### config.mk
export PLATFORM = sky130hd
export DESIGN_NAME = s2p_deser_en
export DESIGN_NICKNAME = d
export VERILOG_FILES = /design/src/rtl/s2p_pkg.sv /design/src/rtl/s2p_bit_counter.sv /design/src/rtl/s2p_deser_en.sv
export SDC_FILE = /design/constraint.sdc
export NUM_CORES = 1
export LEC_CHECK = 0
export ABC_CLOCK_PERIOD_IN_PS = 2900
export BUFFER_PORTS_ARGS = -buffer_cell sky130_fd_sc_hd__buf_4
export CAP_MARGIN = 20
export CORE_MARGIN = 2
export CORE_UTILIZATION = 38
export CTS_CLUSTER_DIAMETER = 40
export DETAILED_ROUTE_END_ITERATION = 16
export GPL_ROUTABILITY_DRIVEN = 0
export GPL_TIMING_DRIVEN = 0
export PLACE_DENSITY = 0.7
export SETUP_SLACK_MARGIN = 0.5
export SLEW_MARGIN = 30
export SYNTH_ARGS = -nofsm -noshare
export SYNTH_HDL_FRONTEND = slang
export SYNTH_SLANG_ARGS = --single-unit
export TNS_END_PERCENT = 100
### constraint.sdc
create_clock -name clk -period 2.9 [get_ports clk]
set_input_delay 0.145 -clock clk [delete_from_list [all_inputs] [get_ports clk]]
set_output_delay 0.145 -clock clk [all_outputs]
set_load 0.03 [all_outputs]
### src/rtl/s2p_pkg.sv
// Shared types and sizing helpers for the s2p_deser_en deserializer.
// S2P_PARITY_CHK_EN adds one trailing even-parity bit to each frame.
package s2p_pkg;

    typedef enum logic [1:0] {
        NONE = 2'd0,
        LOAD = 2'd1,
        DROP = 2'd2
    } s2p_outcome_e;

`ifdef S2P_PARITY_CHK_EN
    localparam bit S2P_PARITY = 1'b1;
`else
    localparam bit S2P_PARITY = 1'b0;
`endif

    function automatic int s2p_cnt_w(input int width);
        return $clog2(width + 1);
    endfunction

    function automatic int s2p_frame_len(input int width);
        return S2P_PARITY ? width + 1 : width;
    endfunction

endpackage

### src/rtl/s2p_bit_counter.sv
// Wrapping bit counter for the deserializer: clr restarts, en advances,
// tc_o flags the last bit position of a frame.
module s2p_bit_counter #(
    parameter int CNT_W = 4,
    parameter int LAST  = 7
) (
    input  logic             clk_i,
    input  logic             reset_i,
    input  logic             clr_i,
    input  logic             en_i,
    output logic [CNT_W-1:0] cnt_o,
    output logic             tc_o
);

    localparam logic [CNT_W-1:0] LAST_C = CNT_W'(LAST);

    logic [CNT_W-1:0] cnt_q;
    logic [CNT_W-1:0] cnt_d;

    // Next count: clr beats en, wrap to zero after the last position
    always_comb begin
        cnt_d = cnt_q;
        if (clr_i) begin
            cnt_d = '0;
        end else if (en_i) begin
            if (cnt_q == LAST_C) begin
                cnt_d = '0;
            end else begin
                cnt_d = cnt_q + CNT_W'(1);
            end
        end else begin
            cnt_d = cnt_q;
        end
    end

    // Count register
    always_ff @(posedge clk_i) begin
        if (reset_i) begin
            cnt_q <= '0;
        end else begin
            cnt_q <= cnt_d;
        end
    end

    assign cnt_o = cnt_q;
    assign tc_o  = (cnt_q == LAST_C);

endmodule

### src/rtl/s2p_deser_en.sv
// Enable-qualified serial-to-parallel deserializer with valid/ready output
// and sticky overflow; S2P_PARITY_CHK_EN adds a trailing parity bit and par_err.
module s2p_deser_en
    import s2p_pkg::*;
#(
    parameter int WIDTH     = 8,
    parameter bit MSB_FIRST = 1'b1,
    localparam int S2P_CNT_W     = s2p_cnt_w(WIDTH),
    localparam int S2P_FRAME_LEN = s2p_frame_len(WIDTH)
) (
    input  logic                 clk,
    input  logic                 reset,
    input  logic                 en,
    input  logic                 d,
    input  logic                 clr,
    output logic [WIDTH-1:0]     dout,
    output logic                 dout_valid,
    input  logic                 dout_ready,
    output logic [S2P_CNT_W-1:0] bit_cnt,
    output logic                 ovf
`ifdef S2P_PARITY_CHK_EN
    ,
    output logic                 par_err
`endif
);

    logic [WIDTH-1:0] sr_q, sr_d;
    logic [WIDTH-1:0] dout_q, dout_d;
    logic             dout_valid_q, dout_valid_d;
    logic             ovf_q, ovf_d;
    logic [WIDTH-1:0] shifted_s;
    logic [WIDTH-1:0] word_s;
    logic             tc_s;
    logic             complete_s;
    logic             slot_free_s;
    s2p_outcome_e     outcome_s;

    s2p_bit_counter #(
        .CNT_W (S2P_CNT_W),
        .LAST  (S2P_FRAME_LEN - 1)
    ) u_bit_counter (
        .clk_i   (clk),
        .reset_i (reset),
        .clr_i   (clr),
        .en_i    (en),
        .cnt_o   (bit_cnt),
        .tc_o    (tc_s)
    );

    assign shifted_s = MSB_FIRST ? {sr_q[WIDTH-2:0], d} : {d, sr_q[WIDTH-1:1]};

`ifdef S2P_PARITY_CHK_EN
    // With parity the data bits are already in sr_q when the parity bit arrives
    logic par_err_q, par_err_d;
    logic par_s;
    assign word_s = sr_q;
    assign par_s  = (^sr_q) ^ d;
`else
    assign word_s = shifted_s;
`endif

    assign complete_s  = en & tc_s & ~clr;
    assign slot_free_s = ~dout_valid_q | dout_ready;

    // Classify this edge's completion against output slot occupancy
    always_comb begin
        outcome_s = NONE;
        if (!complete_s) begin
            outcome_s = NONE;
        end else if (slot_free_s) begin
            outcome_s = LOAD;
        end else begin
            outcome_s = DROP;
        end
    end

    // Shift register: cleared by clr and at frame completion
    always_comb begin
        sr_d = sr_q;
        if (clr) begin
            sr_d = '0;
        end else if (en) begin
            if (tc_s) begin
                sr_d = '0;
            end else begin
                sr_d = shifted_s;
            end
        end else begin
            sr_d = sr_q;
        end
    end

    // Output slot, handshake and overflow next state
    always_comb begin
        dout_d       = dout_q;
        dout_valid_d = dout_valid_q;
        ovf_d        = ovf_q;
`ifdef S2P_PARITY_CHK_EN
        par_err_d    = par_err_q;
`endif
        case (outcome_s)
            LOAD: begin
                dout_d       = word_s;
                dout_valid_d = 1'b1;
`ifdef S2P_PARITY_CHK_EN
                par_err_d    = par_s;
`endif
            end
            DROP: begin
                ovf_d = 1'b1;
            end
            NONE: begin
                if (dout_valid_q && dout_ready) begin
                    dout_valid_d = 1'b0;
                end else begin
                    dout_valid_d = dout_valid_q;
                end
            end
            default: begin
                dout_d       = dout_q;
                dout_valid_d = dout_valid_q;
            end
        endcase
    end

    // State registers
    always_ff @(posedge clk) begin
        if (reset) begin
            sr_q         <= '0;
            dout_q       <= '0;
            dout_valid_q <= 1'b0;
            ovf_q        <= 1'b0;
`ifdef S2P_PARITY_CHK_EN
            par_err_q    <= 1'b0;
`endif
        end else begin
            sr_q         <= sr_d;
            dout_q       <= dout_d;
            dout_valid_q <= dout_valid_d;
            ovf_q        <= ovf_d;
`ifdef S2P_PARITY_CHK_EN
            par_err_q    <= par_err_d;
`endif
        end
    end

    assign dout       = dout_q;
    assign dout_valid = dout_valid_q;
    assign ovf        = ovf_q;
`ifdef S2P_PARITY_CHK_EN
    assign par_err    = par_err_q;
`endif

endmodule

* Word level (Yosys, flattened, before mapping)
Cells that the tools add are included.
Storage, ports and cells: register bits after elaboration 21, input port bits 6, output and inout bits 14, word-level logic and storage cells 26
Operators by class: add/subtract/negate cells 1, eq/ne operators 4, multiplexer cells 6, bitwise logic cells 5, reduce and logical (&&, ||, !) cells 5
Operators by type and width (number):
- two-way mux 7 bit | 1
- adder 4 x 1 -> 4 bit (second input constant) | 1
- equality test 4 x 3 -> 1 bit (second input constant) | 1
- two-way mux 2 bit | 2
- two-way mux 4 bit | 1
- AND 1 bit | 2
- equality test 2 x 1 -> 1 bit (second input constant) | 1
- equality test 2 bit (second input constant) | 1
- zero test 2 bit | 1
- != test 2 bit (second input constant) | 1
- inverter 1 bit | 2
- case mux 1 bit (2 select lines) | 1
- AND reduction 2 bit | 1
- nonzero test 2 bit | 1
- OR reduction 2 bit | 1
- logical AND 1 bit | 1
- two-way mux 1 bit | 1
- bitwise OR 1 bit | 1

* Longest topological paths before layout
Gate-level depths: netlist of the first run.
word-level depth 7, gate-level depth with buffers 5, mapped depth without buffers 4

* By module
Synthesis of the first run repeated with hierarchy kept, for this count alone.
Second synthesis, totals: cell total of the unflattened synthesis 91, area total of the unflattened synthesis 937.1 µm²
Modules (own cells, without submodules):
- s2p_deser_en | times used 1, cells an instance 73, area an instance 735.7 µm², sequential area each 340.3 µm²
- s2p_bit_counter | times used 1, cells an instance 18, area an instance 201.4 µm², sequential area each 80.1 µm²

* Worst setup path after synthesis of the first run
Ideal clock, no wire load.
path type reg-to-reg, start point register u_bit_counter.cnt_q[0] (netlist: u_bit_counter.cnt_o[0]), end point register dout_q[0] (netlist: dout[0]), data arrival time 1499 ps, slack 1330 ps, stages on the path, launching flop included 6, buffers on the path 1, cell sequence dfxtp_1 ha_1 nor3b_2 and4b_1 buf_6 mux2i_1
Between the ends: cells in the longest elaborated chain, start to end 5
Ends and longest elaborated chain:
- from (decl) | RTL line s2p_bit_counter.sv:17 | logic [CNT_W-1:0] cnt_q;
- from (signal assigned) | RTL line s2p_bit_counter.sv:41 | cnt_q <= cnt_d;
- equality test 4 x 3 -> 1 bit | RTL line s2p_bit_counter.sv:46 | assign tc_o = (cnt_q == LAST_C);
- AND 1 bit (2 in a row) | RTL line s2p_deser_en.sv:62 | assign complete_s = en & tc_s & ~clr;
- two-way mux 2 bit | RTL line s2p_deser_en.sv:68 | if (!complete_s) begin
- equality test 2 x 1 -> 1 bit | RTL line s2p_deser_en.sv:101 | case (outcome_s)
- to (signal assigned) | RTL line s2p_deser_en.sv:138 | dout_q <= dout_d;
- to (decl) | RTL line s2p_deser_en.sv:28 | logic [WIDTH-1:0] dout_q, dout_d;
Every way passes these cells. A chain may end at the register's enable or synchronous reset.

* Worst setup path after layout of the first run
start point register u_bit_counter.cnt_q[0] (netlist: u_bit_counter.cnt_o[0]), end point register dout_q[6] (netlist: dout[6])
The elaborated chain is that of the path after synthesis.

==> results of run 1 <==
-- how the worst max path moves through the flow --
stage                            from  cells after the start      end  slack (ns)
6_report       u_bit_counter.cnt_o[0]                      5  dout[6]        1.40
5_1_grt        u_bit_counter.cnt_o[0]                      5  dout[1]        1.23
3_5_place_dp   u_bit_counter.cnt_o[0]                      5  dout[6]        1.39
4_1_cts        u_bit_counter.cnt_o[0]                      5  dout[6]        1.37
2_1_floorplan  u_bit_counter.cnt_o[0]                      5  dout[0]        1.33
3_3_place_gp   u_bit_counter.cnt_o[0]                      5  dout[6]        1.43
-- synthesized netlist by cell type --
| cell | count | area, um^2 |
|---|---|---|
| a21oi_1 | 9 | 45.0 |
| a31oi_1 | 1 | 6.26 |
| a41oi_1 | 1 | 8.76 |
| and4b_1 | 1 | 10.0 |
| buf_6 | 1 | 11.3 |
| clkbuf_1 | 5 | 18.8 |
| dfxtp_1 | 21 | 420 |
| ha_1 | 1 | 12.5 |
| mux2i_1 | 9 | 90.1 |
| nand2_1 | 2 | 7.51 |
| nand2b_1 | 24 | 150 |
| nand3_1 | 7 | 35.0 |
| nand3b_1 | 2 | 15.0 |
| nand4_1 | 1 | 6.26 |
| nor2_1 | 4 | 15.0 |
| nor2b_1 | 1 | 6.26 |
| nor3b_2 | 1 | 12.5 |
| or2_1 | 1 | 6.26 |
| or3_1 | 1 | 6.26 |
| xor2_1 | 1 | 8.76 |
-- placed cells by master (no fill, tap or decap) --
master,synthesis,final
nand2b_1,24,24
clkbuf_1,5,5
or2_1,1,1
a41oi_1,1,1
a21oi_1,9,9
xor2_1,1,1
ha_1,1,1
nand4_1,1,1
nor2_1,4,4
nand3b_1,2,2
nand2_1,2,2
buf_4,0,18
mux2i_1,9,9
buf_6,1,1
a31oi_1,1,1
nor3b_2,1,1
nor2b_1,1,1
nand3_1,7,7
or3_1,1,1
clkinv_2,0,1
and4b_1,1,1
clkbuf_4,0,3
dfxtp_1,21,21
-- metal layers --
| layer | vias to the layer above | track usage (%) |
|---|---|---|
| li1 | 362 | - |
| met1 | 332 | 18.9 |
| met2 | 13 | 21.7 |
| met3 | 4 | 2.57 |
| met4 | 0 | 6.41 |
| met5 | - | 0 |
-- registers in the layout, indices dropped and copies added, names as in the netlist --
register,cells
u_bit_counter.cnt_o,4
dout,8
dout_valid,1
sr_q,7
ovf,1
-- worst max-delay path, stage by stage (launching register included) --
cell	delay, ns
dfxtp_1	0.41
ha_1	0.22
nor3b_2	0.23
and4b_1	0.23
buf_6	0.16
mux2i_1	0.19
-- through the flow --
| stage | util (%) | hold slack [ns] | cells | instance area (um^2) | setup WS [ns] |
|---|---|---|---|---|---|
| floorplan | - | 0.300 | 94 | 892 | 1.33 |
| global placement | 48.0 | 0.432 | 140 | 1060 | 1.43 |
| detailed placement | 48.0 | 0.435 | 140 | 1060 | 1.39 |
| CTS | 49.3 | 0.112 | 144 | 1090 | 1.37 |
| global route | 49.3 | 0.0942 | 144 | 1090 | 1.23 |
| finish | 49.3 | 0.118 | 144 | 1090 | 1.40 |
-- where the power goes --
group	total, mW	internal, mW	switching, mW
clock	0.140	0.0514	0.0886
sequential	0.291	0.290	0.00144
combinational	0.0279	0.0133	0.0147
total	0.459	0.354	0.105
-- area by class of cell --
type / count / area [um^2]
sequential: 21 / 420
clock buffer: 3 / 22.5
clock inverter: 1 / 5.00
fill: 235 / 1120
buffer: 6 / 30.0
tap: 28 / 35.0
timing repair buffer: 18 / 135
multi-input combinational: 67 / 442
-- cell families after synthesis --
family | Yosys count
multiplexers | 9
flip-flops | 21
adder cells (fa/ha/maj) | 1
AND/OR/NAND/NOR | 45
XOR/XNOR | 1
AO/OA/AOI/OAI | 11
buffers and inverters | 6
==> impl_metrics.env, run 1 <==
export IMPL_outcome="finished clean"
export IMPL_rsz0062_at_grt="no"
export IMPL_grt_pass1_wl_um=2840
export IMPL_die_h_um=52.5
export IMPL_postRouteAntennaNets=0
export IMPL_p_per_area_mw_per_mm2=421
export IMPL_routed_wl_met3_um=57
export IMPL_wl_met2_um=703
export IMPL_antenna_found_initial=0
export IMPL_synthXorXnorAreaFrac_pct=0.982
export IMPL_num_antenna_cells=0
export IMPL_syn_cell_area_um2=892
export IMPL_path_class="flop to flop"
export IMPL_synth_nets=101
export IMPL_cap_viol_max_count=0
export IMPL_viasPerCell=4.94
export IMPL_fin_nets=124
export IMPL_leakage_nw=0.394
export IMPL_grt_start_max_net_pins=13
export IMPL_drt_iter0_markers=9
export IMPL_cts_tree="built"
export IMPL_grt_usage_pct=14.0
export IMPL_worstReg2RegEnd="dout[6]"
export IMPL_r2r_start="u_bit_counter.cnt_o[0]"
export IMPL_final_layout_size_suffix_gt1_share_pct=20.7
export IMPL_worstMarginPinSlew_ns=0.417
export IMPL_drcViolationCount=0
export IMPL_area_delta_synth_final_pct=22.2
export IMPL_grt_pass1_vias=603
export IMPL_wl_um=1610
export IMPL_fmax_mhz=665
export IMPL_cts_setup_buffers=0
export IMPL_dieArea_mm2=0.00275
export IMPL_htree_num_levels=1
export IMPL_power_uw=459
export IMPL_synth_top_family_by_area="simple AND/OR/NAND/NOR gates"
export IMPL_syn_inst=94
export IMPL_r2r_slack_ns=1.40
export IMPL_rows=17
export IMPL_hold_path_depth=3
export IMPL_synth_compound_area_share_pct=6.73
export IMPL_yosys_warnings=0
export IMPL_finalClockSkew_ns=0.0113
export IMPL_portBuffers=18
export IMPL_finalSetupViolCount=0
export IMPL_route_top_layer_used="met4"
export IMPL_ios=20
export IMPL_hold_viol=0
export IMPL_ys_types=20
export IMPL_syn_area_per_cell_um2=9.49
export IMPL_min_period_over_period_pct=51.9
export IMPL_min_path_type="input port to flop"
export IMPL_synth_area_mux_share_pct=10.1
export IMPL_m1WireLength_um=815
export IMPL_min_to="sr_q[0]"
export IMPL_cp_max_fo=8
export IMPL_drv_slew=0
export IMPL_post_drt_wl_per_cell_um=11.1
export IMPL_clk_pin_slew_ns=0.12
export IMPL_cts_resized=0
export IMPL_ys_ff_latch=21
export IMPL_seq_area_frac_synth_pct=47.1
export IMPL_yosys_area_share_simple_pct=30.3
export IMPL_firstDrtPassIters=4
export IMPL_cp_start_kind="flop"
export IMPL_die_w_um=52.5
export IMPL_crit_arrival_ns=1.75
export IMPL_slew_headroom_pct=72.2
export IMPL_cts_sinks=21
export IMPL_fin_tns_setup_ns=0
export IMPL_cts_buffers=3
export IMPL_r2r_cells=5
export IMPL_clock_latency_ns=0.30
export IMPL_hold_buffers=0
export IMPL_dp_hpwl_um=1180
export IMPL_clockBufferDepth=2
export IMPL_final_min_clock_period_ns=1.50
export IMPL_route_vias_total=711
export IMPL_synthAdderAreaFrac_pct=1.40
export IMPL_start_util_pct=40.3
export IMPL_ir_worst_vdd_mv=0.271
export IMPL_endpoint_kind="flop"
export IMPL_core_area_mm2=0.00221
export IMPL_overflow=0
export IMPL_required_ns=3.14
export IMPL_hold_start="d"
export IMPL_cts_root_buf="clkbuf_4"
Note: power is estimated with default switching activity, not from simulation.
==> run 2: changes to the inputs <==
- ABC_CLOCK_PERIOD_IN_PS: 2900 -> 1270
- PLACE_DENSITY: 0.7 -> 0.73
- clock period: 2.9 -> 1.27 ns (I/O delays scaled with it)
==> impl_metrics.env, run 2 (synthesis results as in run 1) <==
export IMPL_cts_tree="built"
export IMPL_finalClockSkew_ns=0.00464
export IMPL_hold_buffers=0
export IMPL_grt_pass1_vias=703
export IMPL_cpPeakStageDelay_ns=0.38
export IMPL_clock_latency_ns=0.32
export IMPL_post_drt_wl_per_cell_um=13.2
export IMPL_wl_um=2100
export IMPL_drv_slew=0
export IMPL_worstMarginPinSlew_ns=0.514
export IMPL_final_min_clock_period_ns=1.39
export IMPL_utilization_pct=61.0
export IMPL_firstDrtPassIters=4
export IMPL_clockBufferDepth=2
export IMPL_num_antenna_cells=0
export IMPL_min_path_type="input port to flop"
export IMPL_core_area_mm2=0.00221
export IMPL_cp_max_fo=8
export IMPL_grt_pass1_wl_um=3120
export IMPL_viasPerCell=4.97
export IMPL_r2r_start="u_bit_counter.cnt_o[1]"
export IMPL_cts_root_buf="clkbuf_4"
export IMPL_cts_buffers=3
export IMPL_htree_num_levels=1
export IMPL_nFillCells=194
export IMPL_route_vias_total=790
export IMPL_grt_start_max_net_pins=13
export IMPL_dp_hpwl_um=1190
export IMPL_drcViolationCount=0
export IMPL_rows=17
export IMPL_final_cell_count_no_fill=159
export IMPL_register_area_um2=447
export IMPL_die_h_um=52.5
export IMPL_fin_nets=139
export IMPL_crit_arrival_ns=1.64
export IMPL_portBuffers=18
export IMPL_grt_usage_pct=15.7
export IMPL_p_per_area_mw_per_mm2=798
export IMPL_required_ns=1.52
export IMPL_hold_start="d"
export IMPL_cp_start_kind="flop"
export IMPL_ir_worst_vdd_mv=0.596
export IMPL_final_cell_mix="nand2b_1, buf_6, buf_4"
export IMPL_final_layout_size_suffix_gt1_share_pct=45.8
export IMPL_multi_input_area_um2=499
export IMPL_slowest_stage="dfxtp_4"
export IMPL_drt_iter0_markers=17
export IMPL_cap_viol_max_count=0
export IMPL_fmax_mhz=721
export IMPL_hold_viol=0
export IMPL_cts_sinks=21
export IMPL_dieArea_mm2=0.00275
export IMPL_postRouteAntennaNets=0
export IMPL_ios=20
export IMPL_outcome="complete, but fails checks"
export IMPL_violations="negative setup slack"
export IMPL_largest_reg_flops=8
export IMPL_start_util_pct=40.3
export IMPL_leakage_nw=0.489
export IMPL_slew_headroom_pct=65.7
export IMPL_dp_cells=140
export IMPL_area_delta_synth_final_pct=51.3
export IMPL_worst_slack_ns=-0.117
export IMPL_path_class="flop to flop"
export IMPL_die_w_um=52.5
export IMPL_clk_pin_slew_ns=0.12
export IMPL_crit_chain="ha_4 -> nor3b_4 -> and4b_1 -> buf_6 -> mux2i_1"
export IMPL_final_common_cell="nand2b_1"
export IMPL_critPathLaunch="u_bit_counter.cnt_o[1]"
export IMPL_antenna_found_initial=0
export IMPL_overflow=0
export IMPL_min_period_over_period_pct=109
export IMPL_rsz0062_at_grt="yes"
export IMPL_endpoint_kind="flop"
export IMPL_finalSetupViolCount=8
[run 2: cell count changes in the layout (fill, tap and decap cells not counted), sizes merged]
| cell | change |
|---|---|
| buf | +15 |
[run 2: final timing paths]
check / to / slack (ns) / cells after the start
worst max-delay path: dout[0] / -0.12 / 5
worst min-delay path: sr_q[0] / 0.02 / 3
worst max register to register: dout[0] / -0.12 / 5
worst min register to register: dout[2] / 0.49 / 2
[run 2: layout make-up]
cell class              instances  share of cell area, %
plain buffers                   6                   2.22
clock buffers                   3                   1.67
clock inverters                 1                  0.371
multi-input cells              67                   37.0
flip-flops and latches         21                   33.1
well taps                      28                   2.60
repair buffers                 33                   23.1
[run 2: stage by stage]
stage | power, mW | hold slack, ns | setup WS [ns] | setup TNS, ns | instance area, um^2
global route | 1.11 | 0.0448 | -0.179 | -1.22 | 1350
global placement | 0.740 | 0.352 | -0.0565 | -0.388 | 1090
finish | 1.08 | 0.0152 | -0.117 | -0.632 | 1350
floorplan | 0.716 | 0.219 | -0.0595 | -0.476 | 923
CTS | 1.07 | 0.0101 | -0.0641 | -0.430 | 1240
detailed placement | 0.743 | 0.361 | -0.0949 | -0.653 | 1090
[run 2: power breakdown]
group	leakage (nW)	internal, mW	total (mW)	switching [mW]
Combinational	0.294	0.0406	0.0828	0.0422
Clock	0.0177	0.118	0.338	0.220
Sequential	0.177	0.654	0.657	0.00295
[run 2: timing repair]
item,CTS,global route
setup buffers,6,9
setup endpoints to repair,35,35
gates resized for setup,26,9
pin swaps,10,7
endpoints found under the hold margin,0,0
[run 2: worst max-delay path: cells and delay by family (launching register included)]
family,cells,cell delay [ns]
multiplexers,1,0.22
flip-flops,1,0.38
buffers and inverters,1,0.17
adder cells (fa/ha/maj),1,0.13
AND/OR/NAND/NOR,2,0.42
[run 2: layer usage]
layer  GRT usage [%]  vias to the layer above  share of wire (%)
met2            26.5                       21                 51
met4            10.3                        0                2.6
met5               0                        -                  0
li1                -                      392                  -
met1            18.0                      372                 43
met3            2.86                        5                3.8
